--- src/rtl/progmem_port_arbiter_if.sv ---
// Bus bundle for the program-memory port-B arbiter.
// Carries both requester ports (M0 core data bus, M1 debug/boot loader) and the
// memory-side port-B signals.
//   slave  : arbiter view (requests in, grants/read data/memory controls out)
//   master : environment view (requesters and memory model)
interface progmem_port_arbiter_if #(
    parameter int AW = 14,
    parameter int DW = 32
);
    logic          m0_req;
    logic          m0_we;
    logic [AW-1:0] m0_addr;
    logic [DW-1:0] m0_wdata;
    logic          m0_gnt;
    logic          m0_rvalid;
    logic [DW-1:0] m0_rdata;

    logic          m1_req;
    logic          m1_we;
    logic [AW-1:0] m1_addr;
    logic [DW-1:0] m1_wdata;
    logic          m1_lock;
    logic          m1_gnt;
    logic          m1_rvalid;
    logic [DW-1:0] m1_rdata;

    logic [3:0]    mem_en;
    logic          mem_we;
    logic [AW-1:0] mem_addr;
    logic [DW-1:0] mem_din;
    logic [DW-1:0] mem_dout;

    modport slave (
        input  m0_req, m0_we, m0_addr, m0_wdata,
        output m0_gnt, m0_rvalid, m0_rdata,
        input  m1_req, m1_we, m1_addr, m1_wdata, m1_lock,
        output m1_gnt, m1_rvalid, m1_rdata,
        output mem_en, mem_we, mem_addr, mem_din,
        input  mem_dout
    );

    modport master (
        output m0_req, m0_we, m0_addr, m0_wdata,
        input  m0_gnt, m0_rvalid, m0_rdata,
        output m1_req, m1_we, m1_addr, m1_wdata, m1_lock,
        input  m1_gnt, m1_rvalid, m1_rdata,
        input  mem_en, mem_we, mem_addr, mem_din,
        output mem_dout
    );
endinterface

--- src/rtl/progmem_port_arbiter.sv ---
// Round-robin arbiter sharing port B of the dual-port program memory between
// M0 (core data bus) and M1 (debug/boot loader). At most one single-word access
// is granted per cycle; M1 may hold priority for a bounded run of accesses via
// m1_lock. Read data returns one cycle after the grant, tagged to its owner.
// Ports:
//   clk   in  clock, all state on posedge
//   rstn  in  asynchronous active-low reset
//   bus   slave modport of progmem_port_arbiter_if (requesters + port B)
module progmem_port_arbiter #(
    parameter int AW       = 14,
    parameter int DW       = 32,
    parameter int MAX_LOCK = 16
) (
    input  logic                   clk,
    input  logic                   rstn,
    progmem_port_arbiter_if.slave  bus
);
    localparam int CW = $clog2(MAX_LOCK + 1);

    logic          last_q, last_d;
    logic          rv0_q, rv0_d;
    logic          rv1_q, rv1_d;
    logic [CW-1:0] lock_cnt_q, lock_cnt_d;

    logic          both_req;
    logic          lock_hon;
    logic          gnt0;
    logic          gnt1;
    logic          we_mux;
    logic [AW-1:0] addr_mux;
    logic [DW-1:0] din_mux;

    always_comb begin
        both_req = bus.m0_req & bus.m1_req;
        // Lock only matters when M1 would otherwise lose its turn.
        lock_hon = both_req & last_q & bus.m1_lock & (lock_cnt_q < CW'(MAX_LOCK));

        gnt0 = 1'b0;
        gnt1 = 1'b0;
        if (both_req) begin
            if (lock_hon) begin
                gnt1 = 1'b1;
            end else if (last_q) begin
                gnt0 = 1'b1;
            end else begin
                gnt1 = 1'b1;
            end
        end else begin
            gnt0 = bus.m0_req;
            gnt1 = bus.m1_req;
        end

        we_mux   = gnt1 ? bus.m1_we    : (gnt0 & bus.m0_we);
        addr_mux = gnt1 ? bus.m1_addr  : bus.m0_addr;
        din_mux  = gnt1 ? bus.m1_wdata : bus.m0_wdata;

        last_d = last_q;
        if (gnt0) begin
            last_d = 1'b0;
        end else if (gnt1) begin
            last_d = 1'b1;
        end

        rv0_d = gnt0 & ~bus.m0_we;
        rv1_d = gnt1 & ~bus.m1_we;

        // Count only grants won through the lock; an M0 grant or a dropped
        // lock restarts the budget. The < compare in lock_hon saturates it.
        lock_cnt_d = lock_cnt_q;
        if (gnt0 || !bus.m1_lock) begin
            lock_cnt_d = '0;
        end else if (lock_hon) begin
            lock_cnt_d = lock_cnt_q + CW'(1);
        end
    end

    always_ff @(posedge clk or negedge rstn) begin
        if (!rstn) begin
            last_q     <= 1'b1;
            rv0_q      <= 1'b0;
            rv1_q      <= 1'b0;
            lock_cnt_q <= '0;
        end else begin
            last_q     <= last_d;
            rv0_q      <= rv0_d;
            rv1_q      <= rv1_d;
            lock_cnt_q <= lock_cnt_d;
        end
    end

    assign bus.m0_gnt    = gnt0;
    assign bus.m1_gnt    = gnt1;
    assign bus.m0_rvalid = rv0_q;
    assign bus.m1_rvalid = rv1_q;
    assign bus.m0_rdata  = bus.mem_dout;
    assign bus.m1_rdata  = bus.mem_dout;
    assign bus.mem_en    = {4{gnt0 | gnt1}};
    assign bus.mem_we    = we_mux;
    assign bus.mem_addr  = addr_mux;
    assign bus.mem_din   = din_mux;
endmodule

--- src/flat_wrapper.sv ---
// flat-port wrapper written by rule: the top's interface ports become plain ports
module progmem_port_arbiter_flat 
#(
    parameter int AW       = 14,
    parameter int DW       = 32,
    parameter int MAX_LOCK = 16
)
  (clk, rstn, bus_m0_req, bus_m0_we, bus_m0_addr, bus_m0_wdata, bus_m0_gnt, bus_m0_rvalid, bus_m0_rdata, bus_m1_req, bus_m1_we, bus_m1_addr, bus_m1_wdata, bus_m1_lock, bus_m1_gnt, bus_m1_rvalid, bus_m1_rdata, bus_mem_en, bus_mem_we, bus_mem_addr, bus_mem_din, bus_mem_dout);
  progmem_port_arbiter_if #(.AW(AW), .DW(DW)) bus_i ();
  input  logic clk;
  input  logic rstn;
  input wire logic [$bits(bus_i.m0_req)-1:0] bus_m0_req;
  input wire logic [$bits(bus_i.m0_we)-1:0] bus_m0_we;
  input wire logic [$bits(bus_i.m0_addr)-1:0] bus_m0_addr;
  input wire logic [$bits(bus_i.m0_wdata)-1:0] bus_m0_wdata;
  output wire logic [$bits(bus_i.m0_gnt)-1:0] bus_m0_gnt;
  output wire logic [$bits(bus_i.m0_rvalid)-1:0] bus_m0_rvalid;
  output wire logic [$bits(bus_i.m0_rdata)-1:0] bus_m0_rdata;
  input wire logic [$bits(bus_i.m1_req)-1:0] bus_m1_req;
  input wire logic [$bits(bus_i.m1_we)-1:0] bus_m1_we;
  input wire logic [$bits(bus_i.m1_addr)-1:0] bus_m1_addr;
  input wire logic [$bits(bus_i.m1_wdata)-1:0] bus_m1_wdata;
  input wire logic [$bits(bus_i.m1_lock)-1:0] bus_m1_lock;
  output wire logic [$bits(bus_i.m1_gnt)-1:0] bus_m1_gnt;
  output wire logic [$bits(bus_i.m1_rvalid)-1:0] bus_m1_rvalid;
  output wire logic [$bits(bus_i.m1_rdata)-1:0] bus_m1_rdata;
  output wire logic [$bits(bus_i.mem_en)-1:0] bus_mem_en;
  output wire logic [$bits(bus_i.mem_we)-1:0] bus_mem_we;
  output wire logic [$bits(bus_i.mem_addr)-1:0] bus_mem_addr;
  output wire logic [$bits(bus_i.mem_din)-1:0] bus_mem_din;
  input wire logic [$bits(bus_i.mem_dout)-1:0] bus_mem_dout;
  assign bus_i.m0_req = bus_m0_req;
  assign bus_i.m0_we = bus_m0_we;
  assign bus_i.m0_addr = bus_m0_addr;
  assign bus_i.m0_wdata = bus_m0_wdata;
  assign bus_m0_gnt = bus_i.m0_gnt;
  assign bus_m0_rvalid = bus_i.m0_rvalid;
  assign bus_m0_rdata = bus_i.m0_rdata;
  assign bus_i.m1_req = bus_m1_req;
  assign bus_i.m1_we = bus_m1_we;
  assign bus_i.m1_addr = bus_m1_addr;
  assign bus_i.m1_wdata = bus_m1_wdata;
  assign bus_i.m1_lock = bus_m1_lock;
  assign bus_m1_gnt = bus_i.m1_gnt;
  assign bus_m1_rvalid = bus_i.m1_rvalid;
  assign bus_m1_rdata = bus_i.m1_rdata;
  assign bus_mem_en = bus_i.mem_en;
  assign bus_mem_we = bus_i.mem_we;
  assign bus_mem_addr = bus_i.mem_addr;
  assign bus_mem_din = bus_i.mem_din;
  assign bus_i.mem_dout = bus_mem_dout;
  progmem_port_arbiter #(.AW(AW), .DW(DW), .MAX_LOCK(MAX_LOCK)) u_core (.clk(clk), .rstn(rstn), .bus(bus_i));
endmodule
--- config.mk ---
export PLATFORM = sky130hd
export DESIGN_NAME = progmem_port_arbiter_flat
export DESIGN_NICKNAME = d
export VERILOG_FILES = /design/src/rtl/progmem_port_arbiter_if.sv /design/src/rtl/progmem_port_arbiter.sv /design/src/flat_wrapper.sv
export SDC_FILE = /design/constraint.sdc
export NUM_CORES = 1
export LEC_CHECK = 0
export CAP_MARGIN = 20
export CORE_AREA = 4 4 95 97
export CTS_BUF_LIST = sky130_fd_sc_hd__clkbuf_8 sky130_fd_sc_hd__clkbuf_16
export DETAILED_ROUTE_END_ITERATION = 8
export DIE_AREA = 0 0 99 101
export PLACE_DENSITY = 0.74
export SLEW_MARGIN = 0
export SYNTH_ARGS = -nofsm -noshare
export SYNTH_HDL_FRONTEND = slang
export SYNTH_SLANG_ARGS = --single-unit
--- constraint.sdc ---
create_clock -name clk -period 2.1 [get_ports clk]
set_clock_uncertainty 0.15 [all_clocks]
set_input_delay 0.315 -clock clk [delete_from_list [all_inputs] [get_ports clk]]
set_output_delay 0.315 -clock clk [all_outputs]
set_load 0.02 [all_outputs]
Word-level counts from Yosys, hierarchy flattened
Index checks and enable logic that the tools add are counted.
{"block": "classes", "n_addsub": 1, "order_cmp": 1, "muxes": 13, "n_bitwise": 10, "reduce_logical": 4}
{"operator": "32-bit 2-to-1 mux", "n": 1}
{"operator": "14-bit 2-to-1 mux", "n": 1}
{"operator": "5-bit 2-to-1 mux", "n": 2}
{"operator": "1-bit 2-to-1 mux", "n": 9}
{"operator": "1-bit AND", "n": 7}
{"operator": "5-bit by 1-bit adder with 5-bit output, second input constant", "n": 1}
{"operator": "5-bit less-than comparator, second input constant", "n": 1}
{"operator": "2-bit nonzero test", "n": 2}
{"operator": "1-bit NOT", "n": 2}
{"operator": "1-bit logical NOT", "n": 1}
{"operator": "1-bit logical OR", "n": 1}
{"operator": "1-bit OR", "n": 1}
{"block": "word_totals", "regBits": 8, "inputBits": 131, "out_inout_bits": 119, "elab_cells": 33}

Logic depth before layout (Yosys ltp)
{"block": "logic_depth", "word_depth": 8, "mapped_depth": 6, "depth_no_buf": 4}

Least setup slack after synthesis
Ideal clock, no wire load.
{"block": "synth_timing", "path_kind": "flip-flop to output port", "from": "register u_core.last_q", "to": "output bus_mem_we", "arrival_ps": 1514, "t_required_ps": 1635, "slack_ps": 121, "path_stages_with_launch": 7, "path_buffers": 2, "path_cell_list": "dfstp_2 > nand2_1 > o21ai_2 > buf_6 > buf_6 > inv_2 > o21ai_1"}
{"block": "synth_between", "word_cells_on_any_way": 11, "cone_classes": "mux (7); bitwise (4)"}
{"item": "start, declared", "line": "progmem_port_arbiter.sv:20", "rtl": "logic last_q, last_d;"}
{"item": "start signal, assigned", "line": "progmem_port_arbiter.sv:84", "rtl": "last_q <= last_d;"}
{"item": "1-bit AND (3 in a row)", "line": "progmem_port_arbiter.sv:36", "rtl": "lock_hon = both_req & last_q & bus.m1_lock & (lock_cnt_q < CW'(MAX_LOCK));"}
{"item": "1-bit 2-to-1 mux (*)", "line": "progmem_port_arbiter.sv:41", "rtl": "if (lock_hon) begin"}
{"item": "1-bit 2-to-1 mux (*)", "line": "progmem_port_arbiter.sv:40", "rtl": "if (both_req) begin"}
{"item": "net bus_m1_gnt", "line": "flat_wrapper.sv:24", "rtl": "output wire logic [$bits(bus_i.m1_gnt)-1:0] bus_m1_gnt;"}
{"item": "1-bit 2-to-1 mux (*)", "line": "progmem_port_arbiter.sv:53", "rtl": "we_mux = gnt1 ? bus.m1_we : (gnt0 & bus.m0_we);"}
{"item": "end, declared", "line": "flat_wrapper.sv:28", "rtl": "output wire logic [$bits(bus_i.mem_we)-1:0] bus_mem_we;"}
Mark *: on every way through the listed nets, which the timed path passes. The rest lies on a longest branch.

Worst setup path in the final report
{"block": "layout_timing", "from": "register u_core.last_q", "to": "output bus_mem_addr[4]"}
{"block": "layout_between", "elab_chain_cells": 6, "word_cells_on_any_way": 7, "cone_classes": "mux (4); bitwise (3)"}
{"item": "1-bit AND (3 in a row)", "line": "progmem_port_arbiter.sv:36"}
{"item": "1-bit 2-to-1 mux (*)", "line": "progmem_port_arbiter.sv:41"}
{"item": "1-bit 2-to-1 mux (*)", "line": "progmem_port_arbiter.sv:40"}
{"item": "14-bit 2-to-1 mux (*)", "line": "progmem_port_arbiter.sv:54", "rtl": "addr_mux = gnt1 ? bus.m1_addr : bus.m0_addr;"}
{"item": "end, declared", "line": "flat_wrapper.sv:29", "rtl": "output wire logic [$bits(bus_i.mem_addr)-1:0] bus_mem_addr;"}
Mark *: on every way between the ends. The rest lies on a longest branch, timed or not.

==> impl_metrics.csv <==
group,metric,value,unit
grt,grt_antenna_before_repair,0,
worst_setup_path,setup.worst_path.end_class,"primary output",
floorplanning,ioPinCount,250,
clock_tree,cts_buffers,3,
synth,synth_edf_count,0,
final_layout,antenna_cells,0,
detailed_routing,routed_wl,6.06,mm
placement,hpwl,4.56,mm
grt,grt_first_pass_wirelength,8.76,mm
detailed_routing,num_vias,1571,
detailed_routing,drt_pass1_iterations,4,
synth,ys_warn_count,0,
sta,max_freq,0.436,GHz
final_layout,area_growth,102,%
floorplanning,dieWidth,99,um
worst_setup_path,cp-start-kind,"flop",
sta,slew_viol_final,0,
worst_setup_path,worstSetupPathType,"flop to primary output",
synth,synth_common_cells,"buf_4, mux2_2, mux2_4",
worst_setup_path,crit_arrival,1.83,ns
floorplanning,rows,33,
synth,syn_avg_cell_area,9.56,um2
power,power,1.14,mW
sta,worst_slack,-0.191,ns
detailed_routing,drt_first_iter_violations,17,
sta,hold_ws,0.209,ns
synth,synthTopCellsByArea,"buf_4, mux2_2, mux2_4",
placement,routabilityCongestion,0.796,
floorplanning,initial_core_util,0.190,
placement,io_buffers,153,
min_path,hp-class,"input pin to async pin",
floorplanning,coreArea,8130,um2
grt,overflow,0,
status,status,"finished with violations",
power,leakage,1.43,nW
synth,synth_area,1550,um2
synth,synth.distinct_cells,30,
power,powerDensity,363,nW/um2
synth,netlist_instances,162,
detailed_routing,via_per_inst,4.15,
power,peakVddDrop,0.158,mV
clock_tree,htreeDepth,1,
synth,synth_top_area_share,0.325,
final_layout,drive_above_1_share,0.489,
sta,min_period,2.29,ns
detailed_routing,wl_per_cell,16.0,um
final_layout,nets,407,
synth,synthArstFlopShare,1.00,
clock_tree,cts_tree,"yes",
sta,setup_viol,48,
sta,finalCritPeriodShare,1.09,
detailed_routing,drcViolationCount,0,
clock_tree,clk_latency,0.23,ns
synth,ys.flop_type,"dfrtp_1",
floorplanning,die_y,101,um
worst_setup_path,path_max_fanout,7,
synth,yosysTopAreaCell,"buf_4",
status,violations,"negative setup slack",
grt,grt_pass1_vias,1778,
synth,syn-num-nets,294,
sta,tightest_slew,0.362,ns
grt,grt_max_degree,12,
clock_tree,clkTransAtPathRegs,0.04,ns
clock_tree,clkSinkCount,8,
clock_tree,clock-root-buffer,"clkbuf_8",
synth,yosysMostFrequentCell,"buf_4",
sta,setup_tns,-6.26,ns
floorplanning,dieArea,10000,um2
grt,grt_usage,0.111,
detailed_routing,ant_nets,0,
sta,relSlewSlack,0.758,
sta,rsz0062_at_grt,"true",
clock_tree,clockBufferDepth,2,
synth,yosysSeqAreaShare,0.130,
run,drv_cap,0,
worst_setup_path,cp.required,1.63,ns
sta,hold_viol,0,
synth,yosys_register_bits,8,
## repair_timing
action	in CTS	in global routing
setup buffers	12	3
hold buffers	0	0
gates cloned	4	0
pin swaps	2	1
resized for setup	287	28
endpoints found under the setup margin	53	49
## flip-flops by register name, indices dropped and copies added (netlist names)
signal and flops:
u_core.lock_cnt_q 5, u_core.bus.m1_rvalid 1, u_core.bus.m0_rvalid 1, u_core.last_q 1
## cells by family (layout without fill, tap and decap cells)
group | after synthesis | count (layout) | share of synthesized area
buffers and inverters | 76 | 188 | 0.363
and+or+nand+nor | 16 | 16 | 0.0630
DFF | 8 | 8 | 0.130
adders and majority gates | 1 | 1 | 0.00808
AOI/OAI and AO/OA | 15 | 15 | 0.0582
muxes | 46 | 46 | 0.378
## final timing paths
path	from	endpoint	slack (ns)	depth (start not counted)
setup / recovery	u_core.last_q	bus_mem_addr[4]	-0.19	7
hold / removal	rstn	u_core.lock_cnt_q[0]	0.21	1
setup reg to reg	u_core.last_q	u_core.lock_cnt_q[2]	0.39	4
hold reg to reg	u_core.lock_cnt_q[3]	u_core.lock_cnt_q[3]	0.41	2
max in group asynchronous	rstn	u_core.last_q	1.28	1
min in group clk	u_core.lock_cnt_q[3]	u_core.lock_cnt_q[3]	0.41	2
## routing by layer
metal	global-route usage	part of all wire	wire length [um]	vias up
met3	0.0429	0.14	835	28
met1	0.102	0.31	1880	686
met2	0.213	0.52	3170	140
met5	0	0	0	-
met4	0.0494	0.030	181	0
li1	-	-	-	717
## metrics by stage
stage	std cells	cell area [um2]	utilization	worst slack (ns)
after floorplan	162	1550	-	0.121
after global placement	358	2770	0.341	-0.630
after detailed placement	358	2770	0.341	-0.701
after CTS	378	3060	0.377	-0.286
after global routing	379	3130	0.385	-0.251
final	379	3130	0.385	-0.191
## critical path, cell delays in order (launching register included)
cell,delay [ns]
dfstp_2,0.55
nand2_4,0.06
o21ai_4,0.14
buf_12,0.14
buf_8,0.12
buf_16,0.13
mux2_4,0.30
buf_6,0.13
## power breakdown
group          total [mW]  internal [mW]  switching, mW
clock               0.196          0.127         0.0685
sequential          0.164          0.161        0.00313
combinational       0.778          0.486          0.292
total                1.14          0.774          0.364
## placed cells by master, fill, tap and decap left out, types with 2 or more instances in the layout
| master | n |
|---|---|
| mux2_4 | 35 |
| dlygate4sd2_1 | 6 |
| buf_6 | 44 |
| dfrtp_1 | 7 |
| clkbuf_8 | 3 |
| nand2_1 | 2 |
| inv_1 | 3 |
| o21ai_0 | 4 |
| or3_1 | 2 |
| nor2_1 | 2 |
| mux2_2 | 11 |
| buf_12 | 5 |
| buf_2 | 11 |
| buf_4 | 13 |
| buf_16 | 2 |
| clkdlybuf4s50_1 | 98 |
| a21oi_1 | 4 |
## final cells by class
| class | count | area [um2] |
|---|---|---|
| Multi-Input combinational cell | 78 | 881 |
| Clock inverter | 1 | 3.75 |
| Inverter | 4 | 20.0 |
| Timing Repair Buffer | 180 | 1850 |
| Tap cell | 105 | 131 |
| Fill cell | 797 | 5000 |
| Clock buffer | 3 | 41.3 |
| Sequential cell | 8 | 201 |
Power figures use the tool's default switching activity.
